--- src/rtl/lcd_text_builder.sv ---
// Character-LCD frame builder: latches a value, converts it to BCD by double-dabble,
// then streams a 32-character "DEC:/HEX:" frame. Optional macro LEAD_ZERO_BLANK_EN.
module lcd_text_builder #(
    parameter int VAL_W = 18
) (
    input  logic             clk,
    input  logic             rst,
    input  logic             start,
    input  logic [VAL_W-1:0] value,
    output logic             busy,
    output logic             wr_valid,
    input  logic             wr_ready,
    output logic [4:0]       wr_addr,
    output logic [7:0]       wr_data,
    output logic             done
);

    typedef enum logic [1:0] {
        ST_IDLE    = 2'd0,
        ST_CONVERT = 2'd1,
        ST_EMIT    = 2'd2,
        ST_DONE    = 2'd3
    } state_t;

    state_t             r_state;
    logic [VAL_W-1:0]   r_value;
    logic [VAL_W-1:0]   r_shift;
    logic [23:0]        r_bcd;
    logic [4:0]         r_iter;
    logic               r_busy;
    logic               r_wr_valid;
    logic [4:0]         r_wr_addr;
    logic [7:0]         r_wr_data;
    logic               r_done;

    logic [23:0]        w_bcd_adj;
    logic [19:0]        w_hex;
    logic [4:0]         w_next_addr;
    logic [7:0]         w_first_char;
    logic [7:0]         w_next_char;

    function automatic logic [23:0] dabble_adjust(input logic [23:0] bcd);
        logic [23:0] res;
        res = 24'd0;
        for (int d = 0; d < 6; d++) begin
            if (bcd[4*d +: 4] >= 4'd5) begin
                res[4*d +: 4] = bcd[4*d +: 4] + 4'd3;
            end else begin
                res[4*d +: 4] = bcd[4*d +: 4];
            end
        end
        return res;
    endfunction

    function automatic logic [7:0] dec_char(input logic [3:0] nib, input logic blank);
        logic [7:0] ch;
        if (blank) begin
            ch = 8'h20;
        end else begin
            ch = {4'h3, nib};
        end
        return ch;
    endfunction

    function automatic logic [7:0] hex_char(input logic [3:0] nib);
        logic [7:0] ch;
        if (nib < 4'd10) begin
            ch = {4'h3, nib};
        end else begin
            ch = 8'h37 + {4'h0, nib};
        end
        return ch;
    endfunction

    function automatic logic [7:0] frame_char(input logic [4:0] addr,
                                              input logic [23:0] bcd,
                                              input logic [19:0] hex);
        logic [7:0] ch;
        logic [4:0] blank;
`ifdef LEAD_ZERO_BLANK_EN
        // A digit blanks only when it and every more significant digit are zero.
        blank[0] = (bcd[23:20] == 4'd0);
        blank[1] = blank[0] && (bcd[19:16] == 4'd0);
        blank[2] = blank[1] && (bcd[15:12] == 4'd0);
        blank[3] = blank[2] && (bcd[11:8] == 4'd0);
        blank[4] = blank[3] && (bcd[7:4] == 4'd0);
`else
        blank = 5'd0;
`endif
        case (addr)
            5'd0:    ch = 8'h44;
            5'd1:    ch = 8'h45;
            5'd2:    ch = 8'h43;
            5'd3:    ch = 8'h3A;
            5'd5:    ch = dec_char(bcd[23:20], blank[0]);
            5'd6:    ch = dec_char(bcd[19:16], blank[1]);
            5'd7:    ch = dec_char(bcd[15:12], blank[2]);
            5'd8:    ch = dec_char(bcd[11:8], blank[3]);
            5'd9:    ch = dec_char(bcd[7:4], blank[4]);
            5'd10:   ch = dec_char(bcd[3:0], 1'b0);
            5'd16:   ch = 8'h48;
            5'd17:   ch = 8'h45;
            5'd18:   ch = 8'h58;
            5'd19:   ch = 8'h3A;
            5'd21:   ch = hex_char(hex[19:16]);
            5'd22:   ch = hex_char(hex[15:12]);
            5'd23:   ch = hex_char(hex[11:8]);
            5'd24:   ch = hex_char(hex[7:4]);
            5'd25:   ch = hex_char(hex[3:0]);
            default: ch = 8'h20;
        endcase
        return ch;
    endfunction

    assign w_bcd_adj    = dabble_adjust(r_bcd);
    assign w_hex        = 20'(r_value);
    assign w_next_addr  = r_wr_addr + 5'd1;
    assign w_first_char = frame_char(5'd0, r_bcd, w_hex);
    assign w_next_char  = frame_char(w_next_addr, r_bcd, w_hex);

    // Frame sequencer: conversion, character streaming and all registered outputs.
    always_ff @(posedge clk) begin
        if (rst) begin
            r_state    <= ST_IDLE;
            r_value    <= '0;
            r_shift    <= '0;
            r_bcd      <= 24'd0;
            r_iter     <= 5'd0;
            r_busy     <= 1'b0;
            r_wr_valid <= 1'b0;
            r_wr_addr  <= 5'd0;
            r_wr_data  <= 8'd0;
            r_done     <= 1'b0;
        end else begin
            case (r_state)
                ST_IDLE: begin
                    r_done <= 1'b0;
                    if (start) begin
                        r_value <= value;
                        r_shift <= value;
                        r_bcd   <= 24'd0;
                        r_iter  <= 5'(VAL_W);
                        r_busy  <= 1'b1;
                        r_state <= ST_CONVERT;
                    end else begin
                        r_busy  <= 1'b0;
                    end
                end
                ST_CONVERT: begin
                    r_bcd   <= {w_bcd_adj[22:0], r_shift[VAL_W-1]};
                    r_shift <= r_shift << 1;
                    r_iter  <= r_iter - 5'd1;
                    if (r_iter == 5'd1) begin
                        r_state <= ST_EMIT;
                    end else begin
                        r_state <= ST_CONVERT;
                    end
                end
                ST_EMIT: begin
                    // First EMIT cycle only loads character 0; the BCD result is final by then.
                    if (!r_wr_valid) begin
                        r_wr_valid <= 1'b1;
                        r_wr_addr  <= 5'd0;
                        r_wr_data  <= w_first_char;
                    end else if (wr_ready) begin
                        if (r_wr_addr == 5'd31) begin
                            r_wr_valid <= 1'b0;
                            r_wr_addr  <= 5'd0;
                            r_wr_data  <= 8'd0;
                            r_done     <= 1'b1;
                            r_state    <= ST_DONE;
                        end else begin
                            r_wr_addr  <= w_next_addr;
                            r_wr_data  <= w_next_char;
                        end
                    end else begin
                        r_wr_addr  <= r_wr_addr;
                        r_wr_data  <= r_wr_data;
                    end
                end
                ST_DONE: begin
                    r_done  <= 1'b0;
                    r_busy  <= 1'b0;
                    r_state <= ST_IDLE;
                end
                default: begin
                    r_state    <= ST_IDLE;
                    r_busy     <= 1'b0;
                    r_wr_valid <= 1'b0;
                    r_wr_addr  <= 5'd0;
                    r_wr_data  <= 8'd0;
                    r_done     <= 1'b0;
                end
            endcase
        end
    end

    assign busy     = r_busy;
    assign wr_valid = r_wr_valid;
    assign wr_addr  = r_wr_addr;
    assign wr_data  = r_wr_data;
    assign done     = r_done;

endmodule

--- config.mk ---
export PLATFORM = sky130hd
export DESIGN_NAME = lcd_text_builder
export DESIGN_NICKNAME = d
export VERILOG_FILES = /design/src/rtl/lcd_text_builder.sv
export SDC_FILE = /design/constraint.sdc
export NUM_CORES = 1
export LEC_CHECK = 0
export BUFFER_PORTS_ARGS = -buffer_cell sky130_fd_sc_hd__clkbuf_2
export CAP_MARGIN = 20
export CELL_PAD_IN_SITES_DETAIL_PLACEMENT = 2
export CELL_PAD_IN_SITES_GLOBAL_PLACEMENT = 2
export CORE_ASPECT_RATIO = 0.6
export CORE_MARGIN = 2
export CORE_UTILIZATION = 36
export DETAILED_ROUTE_END_ITERATION = 6
export PLACE_DENSITY = 0.91
export RECOVER_POWER = 100
export SYNTH_ARGS = -nofsm -noshare
export SYNTH_HDL_FRONTEND = slang
export SYNTH_SLANG_ARGS = --single-unit
--- constraint.sdc ---
create_clock -name clk -period 3.1 [get_ports clk]
set_clock_uncertainty 0.2 [all_clocks]
set_input_delay 0.31 -clock clk [delete_from_list [all_inputs] [get_ports clk]]
set_output_delay 0.31 -clock clk [all_outputs]
set_load 0.05 [all_outputs]
==> results.json <==
{
  "num_antenna_cells": 0,
  "p_int_mw": 1.829,
  "remaining_drc_errors": 0,
  "routedWlPerCell_um": 23.04,
  "die-area_um2": 14670,
  "synth_area_leaders": "dfxtp_1 33%, a21oi_1 7.1%, ha_1 7.1%",
  "grt_pass1_wl_um": 31610,
  "worstSkewPairLatency_ns": 0.35,
  "yosys_warnings": 0,
  "worstPathBufferInverterCount": 1,
  "combPwrFrac": 0.144,
  "grt.total_usage": 0.2783,
  "drt_iter0_drc": 420,
  "hpwl_um": 13950,
  "slew_headroom": 0.1033,
  "antenna_found_initial": 0,
  "p_clk_frac": 0.417,
  "p_sw_mw": 0.8761,
  "m1WireLength_um": 9156,
  "place.gp.congestion": 0.9228,
  "finalHoldViolations": 0,
  "path_max_fanout": 13,
  "totalWireLength_um": 19610,
  "path_cells": "ha_1 > and3_1 > ha_1 > clkbuf_2 > nor2_1 > a31oi_1 > a2bb2oi_1 > o2111ai_1 > o32a_1 > o311a_1",
  "synth_top_cell_by_area": "dfxtp_1",
  "swShare": 0.3239,
  "multi_input_area_um2": 2948,
  "critPathCapture": "wr_data[2]",
  "synth_edf_count": 0,
  "synthCells": 649,
  "reg2reg_from": "wr_addr[0]",
  "p_leak_nw": 1.993,
  "cts_buffers": 9,
  "worst_hold_path_type": "input pin to flip-flop",
  "routed_via_density": 6.076,
  "start_kind": "flip-flop",
  "cpPeakStageDelay_ns": 0.39,
  "grt_overflow": 0,
  "end_kind": "flip-flop",
  "ys_seq_elements": 82,
  "vias": 5171,
  "syn_area_um2": 4928,
  "path_clk_slew_ns": 0.08,
  "finalCriticalPeriod_ns": 2.823,
  "rsz0062_at_grt": "no",
  "num-nets-final": 721,
  "fillers": 1553,
  "fin_crit_sh": 0.9105,
  "place_area_um2": 5268,
  "cts.sinks": 82,
  "dr.max_layer_used": "met4",
  "drive_gt1_frac": 0.09467,
  "maxCapViolCount": 0,
  "p_per_area_nw_per_um2": 485.9,
  "rows": 33,
  "max-vdd-ir-drop_mv": 0.2509,
  "synth_ff_type": "dfxtp_1",
  "path_depth": 10,
  "syn_avg_cell_area_um2": 7.594,
  "fin_tns_setup_ns": 0,
  "initial_core_util": 0.3650,
  "hold_depth": 3,
  "ys_seq_area_frac": 0.3331,
  "route.met3.wl_um": 1040,
  "design_area_um2": 5567,
  "synth_cell_types": 64,
  "crit_family": "compound AO/OA/AOI/OAI gates",
  "yosysTopAreaCellShare": 0.3331,
  "slew_viol_final": 0,
  "worst_r2r_endpoint": "wr_data[2]",
  "synthTopCellsByCount": "82 x dfxtp_1, 70 x a21oi_1, 69 x nand2_1, 68 x nor2_1, 42 x o21ai_0",
  "holdCritStartpoint": "value[12]",
  "ant_nets": 0,
  "critical_path.most_common_cell": "ha_1",
  "clk_path_buf_depth": 2,
  "grt_pass1_vias": 5458,
  "postSynth.asyncResetShare": 0,
  "cts_max_level": 3,
  "pwr-share-seq": 0.439,
  "fmax_mhz": 354.3,
  "tightestPinTransition_ns": 1.344,
  "cts-root-buf": "clkbuf_16",
  "crit_type": "flip-flop to flip-flop",
  "first_pass_iters": 5,
  "cts_tree": "done",
  "wl_met2_um": 9134,
  "finalSetupViolations": 0,
  "io_buffers": 36,
  "area_growth_pct": 12.95,
  "required_ns": 3.14,
  "r2r_setup_slack_ns": 0.28,
  "synth_fp_nets": 699,
  "synth.most_common_cell": "dfxtp_1",
  "regArea_um2": 1642,
  "reg2regPathDepth": 10,
  "status": "finished clean",
  "die_x_um": 155.1,
  "cts_setup_buffers": 0,
  "fp.dieH_um": 94.63,
  "grt_max_degree": 37,
  "pin_count": 38,
  "cp_slowest_cell": "o32a_1",
  "arrival_ns": 2.86,
  "critPathLaunch": "wr_addr[0]",
  "core_area_um2": 13500
}
## worst min path at each step
stage | end
after CTS | r_value[12]
after floorplan | r_value[16]
final | r_value[12]
after global routing | r_value[3]
after detailed placement | r_value[17]
after global placement | r_value[17]
## cell type report
type | count | share of cell area
well taps | 175 | 0.03933
multi-input cells | 487 | 0.5296
repair buffers | 56 | 0.05732
clock inverters | 7 | 0.01483
flip-flops and latches | 82 | 0.2949
inverters | 35 | 0.02360
clock buffers | 9 | 0.04046
## layer usage
metal / vias up / GRT usage
met5: - / 0
met4: 0 / 0.06713
met3: 23 / 0.04268
met2: 145 / 0.4693
met1: 2647 / 0.3767
li1: 2356 / -
## placed cells by master (no fill, tap or decap), types with 7 or more instances in the layout
cell type  count
dfxtp_1       82
nand2_1       69
a21oi_1       69
nor2_1        68
o21ai_0       42
inv_1         34
nor3_1        34
ha_1          28
a22oi_1       26
o22ai_1       23
clkbuf_2      22
nand3_1       17
clkbuf_1      17
buf_4         14
xnor2_1       11
a211oi_1       9
nand2b_1       9
clkbuf_16      9
xor2_1         7
## repair_timing
action | 4_1_cts | 5_1_grt
endpoints found under the hold margin | 2 | 0
hold buffers | 2 | 0
gates resized for setup | 0 | 0
## worst register-to-register path: stages, from the launching register on
cell and delay (ns):
dfxtp_1 0.32, ha_1 0.21, and3_1 0.20, ha_1 0.37, clkbuf_2 0.26, nor2_1 0.17, a31oi_1 0.07, a2bb2oi_1 0.24
o2111ai_1 0.14, o32a_1 0.39, o311a_1 0.13
## registers in the layout, summed over array words and instances, names as in the netlist, named ones only
| register | flops |
|---|---|
| busy | 1 |
| wr_data | 7 |
| wr_valid | 1 |
| r_state | 1 |
| done | 1 |
| wr_addr | 5 |
| r_shift | 18 |
| r_value | 18 |
| r_iter | 5 |
| r_bcd | 24 |
## logic make-up after synthesis
group           count (synthesis)  share of synthesized area
mux                             2                   0.004062
buf+inv                        80                    0.06956
xor+xnor                       18                    0.03199
simple gates                  224                     0.2099
other cells                     1                  0.0007609
fa+ha+maj                      28                    0.07108
flops                          82                     0.3331
compound gates                214                     0.2795
## power by group through the flow
stage	Combinational [mW]	Clock (mW)	Sequential [mW]
finish	0.390	1.13	1.19
global route	0.430	1.18	1.20
CTS	0.389	1.14	1.19
detailed placement	0.379	0	1.21
global placement	0.343	0	1.20
floorplan	0.258	0	1.19
## through the flow
step / util / instances / hold WS (ns) / power, mW / setup slack [ns]
after floorplan: - / 649 / 0.2336 / 1.444 / 0.01600
after global routing: 0.4123 / 851 / 0.01797 / 2.811 / 0.1285
final: 0.4123 / 851 / 0.006245 / 2.705 / 0.2774
after global placement: 0.3901 / 833 / 0.2586 / 1.543 / 0.5269
after CTS: 0.4144 / 851 / 0.002138 / 2.713 / 0.3684
after detailed placement: 0.3901 / 833 / 0.2780 / 1.587 / 0.4471
No activity file was read; power rests on OpenSTA's default activity.
